--- src/rtl/pipe_stage_reg.sv ---
// Generic inter-stage pipeline register with valid/ready flow control, flush,
// and an optional two-entry skid buffer that registers the upstream ready.
module pipe_stage_reg #(
  parameter int CTRL_W  = 8,
  parameter int DATA_W  = 154,
  parameter int SKID_EN = 0
) (
  input  logic              clock,
  input  logic              resetn,
  input  logic              in_valid,
  output logic              in_ready,
  input  logic [CTRL_W-1:0] in_ctrl,
  input  logic [DATA_W-1:0] in_data,
  input  logic              flush,
  output logic              out_valid,
  input  logic              out_ready,
  output logic [CTRL_W-1:0] out_ctrl,
  output logic [DATA_W-1:0] out_data,
  output logic [1:0]        occupancy
);

  // State value doubles as the occupancy count.
  typedef enum logic [1:0] {
    ST_EMPTY = 2'd0,
    ST_ONE   = 2'd1,
    ST_TWO   = 2'd2
  } state_t;

  localparam logic [1:0] MAX_OCC = (SKID_EN != 0) ? 2'd2 : 2'd1;

  state_t            state, state_nxt;
  logic              ready_q;
  logic              accept, drain;
  logic              load_main, load_skid, skid_to_main;
  logic [CTRL_W-1:0] main_ctrl, skid_ctrl;
  logic [DATA_W-1:0] main_data, skid_data;

  assign out_valid = (state != ST_EMPTY);
  // ready_q holds ready low during reset and, with the skid buffer, is the registered ready itself.
  assign in_ready  = (SKID_EN != 0) ? ready_q : (ready_q & (!out_valid | out_ready));
  assign accept    = in_valid & in_ready;
  assign drain     = out_valid & out_ready;

  always_comb begin
    // NOTE: every output of this block gets a default first, so no path leaves one unassigned and no latch is inferred.
    state_nxt    = state;
    load_main    = 1'b0;
    load_skid    = 1'b0;
    skid_to_main = 1'b0;
    if (flush) begin
      state_nxt = ST_EMPTY;
    end else begin
      case (state)
        ST_EMPTY: begin
          if (accept) begin
            state_nxt = ST_ONE;
            load_main = 1'b1;
          end
        end
        ST_ONE: begin
          if (accept && drain) begin
            load_main = 1'b1;
          end else if (accept) begin
            // Only reachable with the skid buffer: without it, accepting while full implies a drain.
            state_nxt = ST_TWO;
            load_skid = 1'b1;
          end else if (drain) begin
            state_nxt = ST_EMPTY;
          end
        end
        ST_TWO: begin
          if (drain) begin
            state_nxt    = ST_ONE;
            skid_to_main = 1'b1;
          end
        end
        default: state_nxt = ST_EMPTY;
      endcase
    end
  end

  always_ff @(posedge clock or negedge resetn) begin
    // NOTE: state is updated with non-blocking assignments so every flop samples pre-edge values.
    if (!resetn) begin
      state   <= ST_EMPTY;
      ready_q <= 1'b0;
    end else begin
      state   <= state_nxt;
      ready_q <= (SKID_EN != 0) ? (state_nxt != ST_TWO) : 1'b1;
    end
  end

  always_ff @(posedge clock or negedge resetn) begin
    // NOTE: the payload registers are reset too, because out_data must read zero after reset.
    if (!resetn) begin
      main_ctrl <= '0;
      main_data <= '0;
      skid_ctrl <= '0;
      skid_data <= '0;
    end else begin
      if (load_main) begin
        main_ctrl <= in_ctrl;
        main_data <= in_data;
      end else if (skid_to_main) begin
        main_ctrl <= skid_ctrl;
        main_data <= skid_data;
      end
      if (load_skid) begin
        skid_ctrl <= in_ctrl;
        skid_data <= in_data;
      end
    end
  end

  // Bubbles carry no control, so a downstream stage never sees a stray write enable.
  assign out_ctrl  = out_valid ? main_ctrl : '0;
  assign out_data  = main_data;
  assign occupancy = state;

  occupancy_bound: assert property (@(posedge clock) disable iff (!resetn) occupancy <= MAX_OCC);

endmodule
--- config.mk ---
export PLATFORM = sky130hd
export DESIGN_NAME = pipe_stage_reg
export DESIGN_NICKNAME = d
export VERILOG_FILES = /design/src/rtl/pipe_stage_reg.sv
export SDC_FILE = /design/constraint.sdc
export NUM_CORES = 1
export LEC_CHECK = 0
export ABC_AREA = 0
export BUFFER_PORTS_ARGS = -buffer_cell sky130_fd_sc_hd__buf_2
export CAP_MARGIN = 15
export CORE_ASPECT_RATIO = 0.75
export CORE_UTILIZATION = 52
export CTS_CLUSTER_SIZE = 25
export DETAILED_ROUTE_END_ITERATION = 8
export PLACE_DENSITY = 0.85
export SKIP_CTS_REPAIR_TIMING = 1
export SLEW_MARGIN = 20
export SYNTH_ARGS = -nofsm -noshare
export SYNTH_HDL_FRONTEND = slang
export SYNTH_SLANG_ARGS = --single-unit
--- constraint.sdc ---
create_clock -name clock -period 2.05 [get_ports clock]
set_input_delay 0.1025 -clock clock [delete_from_list [all_inputs] [get_ports clock]]
set_output_delay 0.1025 -clock clock [all_outputs]
set_load 0.02 [all_outputs]
---- After elaboration in Yosys (flattened, before gate mapping) ----
Cells that the tools add are included.
storage, ports and cells
  flip-flop bits (word level) ............. 327
  latch bits .............................. 0
  bits in writable memories ............... 0
  memory bits (read-only) ................. 0
  bits of input ports ..................... 167
  output and inout bits ................... 166
  logic and storage cells ................. 44
  memories kept ........................... 0
operators by class
  $add $sub $neg .......................... 0
  multiply operators ...................... 0
  div/mod/pow operators ................... 0
  magnitude comparators ................... 0
  equal/unequal tests ..................... 6
  shift operators ......................... 0
  mux-type cells .......................... 22
  bitwise operators ....................... 4
  reduce and logical (&&, ||, !) cells .... 6
operators by type and width
  operator              number
  $mux W154             2
  $mux W8               3
  $mux W2               6
  $mux W1               9
  $ne A3 B3 Y1 const B  3
  $pmux W2 S3           1
  $ne A4 B4 Y1 const B  1
  $reduce_and A4 Y1     1
  $reduce_bool A2 Y1    2
  $and A1 B1 Y1         3
  $eq A2 B1 Y1 const B  1
  $eq A2 B2 Y1 const B  1
  $logic_not A2 Y1      1
  $pmux W1 S2           1
  $logic_and A1 B1 Y1   1
  $logic_not A1 Y1      1
  $or A1 B1 Y1          1

---- Longest topological paths before layout ----
Gate-level depths: netlist of the first run.
  depth after elaboration ................. 10
  mapped depth ............................ 6
  mapped depth without buffers ............ 3

---- Worst setup path before layout of the first run ----
OpenSTA, ideal clock, no wires.
  path type ............................... reg2reg
  start point ............................. reg state[1], in the netlist occupancy[1]
  end point ............................... reg main_data[100], in the netlist out_data[100]
  setup time .............................. 126 ps
  data arrival time ....................... 1610 ps
  required time ........................... 1924 ps
  setup slack ............................. 314 ps
  cell stages (with the launch flop) ...... 7
  buffers on the path ..................... 3
  period minus slack after synthesis ...... 1736 ps
  path through ............................ dfrtp_1 > and4bb_4 > and2_1 > buf_6 > buf_6 > buf_6 > a221o_1
on the way
  longest elaborated chain between the ends .. 10
  elaborated cells between the ends (all ways) .. 19
  classes of those cells .................. 2 x eq/ne; 8 x mux; 4 x bitwise; 5 x reduce/logical
RTL lines
  item                                                    RTL line  RTL
  start: declaration                                      31        state_t state, state_nxt;
  start signal: assignment                                88        state <= state_nxt;
  $reduce_bool A2 Y1                                      38        assign out_valid = (state != ST_EMPTY);
  $logic_not A1 Y1                                        40        assign in_ready = (SKID_EN != 0) ? ready_q : (ready_q & (!out_valid | out_ready));
  $or A1 B1 Y1                                            40
  $and A1 B1 Y1                                           40
  $and A1 B1 Y1                                           41        assign accept = in_valid & in_ready;
  $logic_and A1 B1 Y1                                     61        if (accept && drain) begin
  $mux W1                                                 61
  $pmux W1 S2                                             53        case (state)
  $mux W1                                                 50        if (flush) begin
  $mux W154 / $reduce_bool A2 Y1 (equally long branches)  n/a
  end signal: assignment                                  103       main_data <= in_data;
  end signal: assignment                                  106       main_data <= skid_data;
  end: declaration                                        36        logic [DATA_W-1:0] main_data, skid_data;
Several ways; a longest one is shown, not always the timed one.
A chain may end at the register's enable or synchronous reset.

---- Worst setup path in the final report of the first run ----
  start point ............................. reg state[1], in the netlist occupancy[1]
  end point ............................... reg main_data[103], in the netlist out_data[103]
The elaborated chain is that of the path after synthesis.

==> results of run 1 <==
==> worst max path at each step <==
stage,start,to,slack [ns],depth (start not counted)
finish,occupancy[1]$_DFFE_PN0P_,out_data[103]$_DFFE_PN0P_,0.16,4
global route,occupancy[1]$_DFFE_PN0P_,out_data[112]$_DFFE_PN0P_,0.11,4
CTS,occupancy[1]$_DFFE_PN0P_,out_data[103]$_DFFE_PN0P_,0.26,4
detailed placement,occupancy[1]$_DFFE_PN0P_,out_data[121]$_DFFE_PN0P_,0.28,4
global placement,occupancy[1]$_DFFE_PN0P_,out_data[125]$_DFFE_PN0P_,0.37,4
floorplan,occupancy[1]$_DFFE_PN0P_,out_data[100]$_DFFE_PN0P_,0.31,6
==> flip-flops by register name (all words and copies together), names as in the netlist <==
register,count
occupancy,2
main_ctrl,8
skid_data,154
out_data,154
ready_q,1
skid_ctrl,8
==> synthesized netlist by cell type (all sizes together) <==
cell type / number
conb: 1
and4bb: 2
nor2b: 8
clkbuf: 194
buf: 21
inv: 1
a221o: 162
and2: 163
nand3b: 1
a21oi: 2
nor4b: 1
dfrtp: 327
o21a: 1
a21o: 1
nand2: 1
nand2b: 1
nor2: 1
==> metal layers <==
| metal | up-vias | GRT usage (%) | wire length (um) |
|---|---|---|---|
| met1 | 4288 | 31.84 | 12980 |
| li1 | 3677 | - | - |
| met5 | - | 0 | 0 |
| met4 | 0 | 5.125 | 842 |
| met3 | 76 | 5.891 | 2744 |
| met2 | 526 | 34.81 | 16080 |
==> cell usage in the layout (no fill, tap or decap), types with 2 or more instances in the layout <==
| cell type | netlist | layout |
|---|---|---|
| a221o_1 | 162 | 162 |
| and2_1 | 163 | 162 |
| and4bb_4 | 1 | 2 |
| buf_12 | 0 | 9 |
| buf_2 | 10 | 331 |
| buf_4 | 1 | 9 |
| clkbuf_1 | 194 | 6 |
| clkbuf_16 | 0 | 31 |
| clkbuf_8 | 0 | 7 |
| clkinv_2 | 0 | 8 |
| clkinvlp_4 | 0 | 2 |
| dfrtp_1 | 327 | 327 |
| dlygate4sd3_1 | 0 | 166 |
| nor2b_1 | 8 | 8 |
==> final cells by class <==
class | count | share of cell area (%)
Clock inverter | 12 | 0.5893
Clock buffer | 44 | 5.618
Tap cell | 294 | 2.310
Multi-Input combinational cell | 345 | 17.56
Antenna cell | 1 | 0.01572
Timing Repair Buffer | 516 | 22.49
Inverter | 1 | 0.02357
Sequential cell | 327 | 51.39
==> through the flow <==
| stage | cells | instance area [um2] | power (mW) |
|---|---|---|---|
| global route | 1540 | 15920 | 16.11 |
| detailed placement | 1317 | 13270 | 9.756 |
| CTS | 1373 | 14260 | 15.25 |
| floorplan | 888 | 11880 | 8.676 |
| finish | 1540 | 15920 | 15.59 |
| global placement | 1317 | 13270 | 9.677 |
==> worst max-delay path, stage by stage (launching register included) <==
cell	delay, ns
dfrtp_1	0.46
and4bb_4	0.37
and2_4	0.30
buf_12	0.31
a221o_1	0.28
==> power groups by stage <==
stage          sequential [mW]  clock (mW)  combinational [mW]
2_1_floorplan             8.05           0               0.623
3_3_place_gp              7.45           0                2.23
3_5_place_dp              7.45           0                2.31
4_1_cts                   7.36        5.57                2.31
5_1_grt                   7.44        5.90                2.77
6_report                  7.41        5.56                2.62
==> kinds of logic (layout without fill, tap and decap cells) <==
group,count (synthesis),in the layout,synth area share [%]
AO/OA/AOI/OAI,166,166,13.96
buffers and inverters,216,573,7.597
flip-flops,327,327,68.91
other,1,2,0.03158
AND/OR/NAND/NOR,178,178,9.504
==> impl_metrics.ini, run 1 <==
[synth]
synth.avg_cell_area_um2 = 13.37
synth_cells = 888
syn_nets = 1055
synth_top_area_share_pct = 68.91
yosysSeqAreaShare_pct = 68.91
ys_warn_count = 0
ys_types = 21
synth_seq_cells = 327
syn_area_um2 = 11880
synth_area_leaders = dfrtp_1 (69%), a221o_1 (14%), and2_1 (8.6%)
yosys.area.top_type = dfrtp_1

[sta]
final-setup-viol-count = 0
rsz0062_at_grt = false
hold_viol_final = 0
fmax_ghz = 0.5286
period_needed_ns = 1.892
worst_slack_ns = 0.1582
skew_ns = 0.01888
tns_ns = 0
finalCritPeriodShare_pct = 92.28
timing.hold.ws_ns = 0.08270
finalMaxSlewViolations = 0

[die]
io_pins = 333
initial_core_util_pct = 53.42
core_um2 = 22230
die_x_um = 176.5
die_area_um2 = 23450
rows = 47
die_y_um = 132.9

[cts]
cts_tree = done
cts_buffers = 30
clock-sinks = 327
clock_insertion_delay_worst_skew_ns = 0.54
root_buffer = clkbuf_16
clkSlewWorstSetupHoldPaths_ns = 0.07
clockBufferDepth = 3
htree_levels = 1

[outcome]
status = finished, final reports clean

[placement]
portBuffers = 332
pre_cts_ws_ns = 0.2768
dp_hpwl_um = 17510
gp_congestion = 0.8111

[grt]
grt_max_degree = 92
grt_pass1_vias = 7617
overflow = 0
antenna_found_initial = 1
gr-usage-all-layers_pct = 22.42
grt_pass1_wl_um = 41660

[power]
p_comb_share_pct = 16.8
clkPwrFrac_pct = 35.6
p_sw_share_pct = 27.40
p_sw_mw = 4.271
power.density_nw_per_um2 = 979.0
ir_drop_mv = 0.5965
power.internal_mw = 11.32
p_seq_share_pct = 47.5
power_leakage_nw = 8.122

[layout]
multi_input_area_um2 = 2796
fillers = 1322
syn_to_final_growth_pct = 34.09
postLayoutCoreUtil_pct = 71.63
finalNetCount = 1388
ff_latch_area_um2 = 8183
layout-drive-gt1-share_pct = 32.45

[drt]
final_antenna_net_count = 0
viasPerCell = 5.563
finalWirelength_um = 32640
dr_total_vias = 8567
drt-wirelength-per-cell_um = 21.19
drc_errors = 0
drtPass1Iterations = 5
drtIter0Drc = 850

[worst_setup_path]
r2r-end = out_data[103]$_DFFE_PN0P_
required_ns = 2.51
reg2reg_from = occupancy[1]$_DFFE_PN0P_
endpoint_kind = register
worstSetupStartpointType = register
r2r_cells = 4
crit_type = reg2reg
cp.arrival_ns = 2.35
r2r_slack_ns = 0.16
crit_fanout = 70

[min_path]
min_path_type = in2async

[run]
maxCapViolCount = 0
(Power assumes the default switching activity.)
==> run 2: changes to the inputs <==
ABC_CLOCK_PERIOD_IN_PS = 2050   (was not set)
REMOVE_ABC_BUFFERS = 1   (was not set)
==> impl_metrics.ini, run 2 (synthesis gave the netlist of run 1 again) <==
[outcome]
status = finished, final reports clean

[grt]
grt_pass1_vias = 7654
gr-usage-all-layers_pct = 22.18
antenna_found_initial = 0
grt_pass1_wl_um = 41260
overflow = 0
grt_max_degree = 163

[drt]
drt-wirelength-per-cell_um = 20.94
viasPerCell = 5.551
drtIter0Drc = 668
final_antenna_net_count = 0
drc_errors = 0
finalWirelength_um = 32330
drtPass1Iterations = 5
dr_total_vias = 8570

[sta]
tns_ns = 0
timing.hold.ws_ns = 0.1050
final-setup-viol-count = 0
finalMaxSlewViolations = 0
rsz0062_at_grt = false
finalCritPeriodShare_pct = 91.60
slew_headroom_pct = 54.09
hold_viol_final = 0
tightestPinTransition_ns = 0.6887
period_needed_ns = 1.878
skew_ns = 0.02022
fmax_ghz = 0.5326
worst_slack_ns = 0.1723

[die]
die_y_um = 132.9
initial_core_util_pct = 53.42
die_x_um = 176.5
rows = 47
core_um2 = 22230
die_area_um2 = 23450
io_pins = 333

[layout]
diodes = 0
layout-drive-gt1-share_pct = 32.88
final_cell_mix = buf_2 (331), dfrtp_1 (327), dlygate4sd3_1 (166)
final_cells = 1544
syn_to_final_growth_pct = 34.97
layout_commonest_cell = buf_2
postLayoutCoreUtil_pct = 72.10
final_area_um2 = 16030
fillers = 1311
finalNetCount = 1396

[placement]
place_area_um2 = 13360
dp_cells = 1326
gp_congestion = 0.7858
portBuffers = 332
dp_hpwl_um = 17180
pre_cts_ws_ns = 0.3334

[worst_setup_path]
required_ns = 2.44
crit_type = reg2reg
crit_fanout = 162
endpoint_kind = register
cp.arrival_ns = 2.27
worstSetupStartpointType = register

[cts]
clock-sinks = 327
clockBufferDepth = 3
clkSlewWorstSetupHoldPaths_ns = 0.07
htree_levels = 1
cts_buffers = 29
cts_tree = done
root_buffer = clkbuf_16
clock_insertion_delay_worst_skew_ns = 0.54

[min_path]
min_path_type = in2async

[run]
maxCapViolCount = 0

[power]
ir_drop_mv = 0.6007
power.density_nw_per_um2 = 983.3
finalPower_mw = 15.76
power_leakage_nw = 8.184
-- run 2: cell count changes in the layout (fill, tap and decap cells not counted) --
cell,delta
diode_2,-1
clkbuf_1,-2
clkinv_2,-2
bufinv_16,+3
buf_12,+2
clkinvlp_4,-1
buf_4,+7
clkbuf_16,-2
-- run 2: where the power goes --
part	leakage, nW	internal, mW	total [mW]	switching (mW)
registers	4.33	7.00	7.41	0.409
clock network	0.497	3.35	5.71	2.36
logic	3.36	1.18	2.64	1.46
-- run 2: critical path, stage by stage (launching register included) --
cell	delay, ns
dfrtp_1	0.43
and4bb_4	0.26
buf_12	0.19
and2_1	0.35
a221o_1	0.30
-- run 2: worst paths after layout --
check	startpoint	to	slack, ns	cells after the start
min reg2reg	skid_data[141]$_DFFE_PN0P_	skid_data[141]$_DFFE_PN0P_	0.37	0
max in group asynchronous	resetn	out_data[140]$_DFFE_PN0P_	1.10	3
min	resetn	out_data[88]$_DFFE_PN0P_	0.10	2
max reg2reg	occupancy[1]$_DFFE_PN0P_	out_data[121]$_DFFE_PN0P_	0.17	4
min in group clock	in_data[59]	out_data[59]$_DFFE_PN0P_	0.34	3
max	occupancy[1]$_DFFE_PN0P_	out_data[121]$_DFFE_PN0P_	0.17	4
-- run 2: layer usage --
| layer | up-vias | track usage (%) | wire length (um) |
|---|---|---|---|
| met2 | 530 | 34.25 | 15910 |
| met4 | 0 | 5.603 | 854 |
| met5 | - | 0 | 0 |
| met1 | 4254 | 31.40 | 12930 |
| li1 | 3705 | - | - |
| met3 | 81 | 5.862 | 2641 |
-- run 2: cell type report --
cell class	count	area [um2]	area share (%)
sequential	327	8183	51.05
timing repair buffer	525	3674	22.92
multi-input combinational	345	2796	17.45
clock buffer	40	837.1	5.222
tap	294	367.9	2.295
clock inverter	12	166.4	1.038
inverter	1	3.754	0.02342
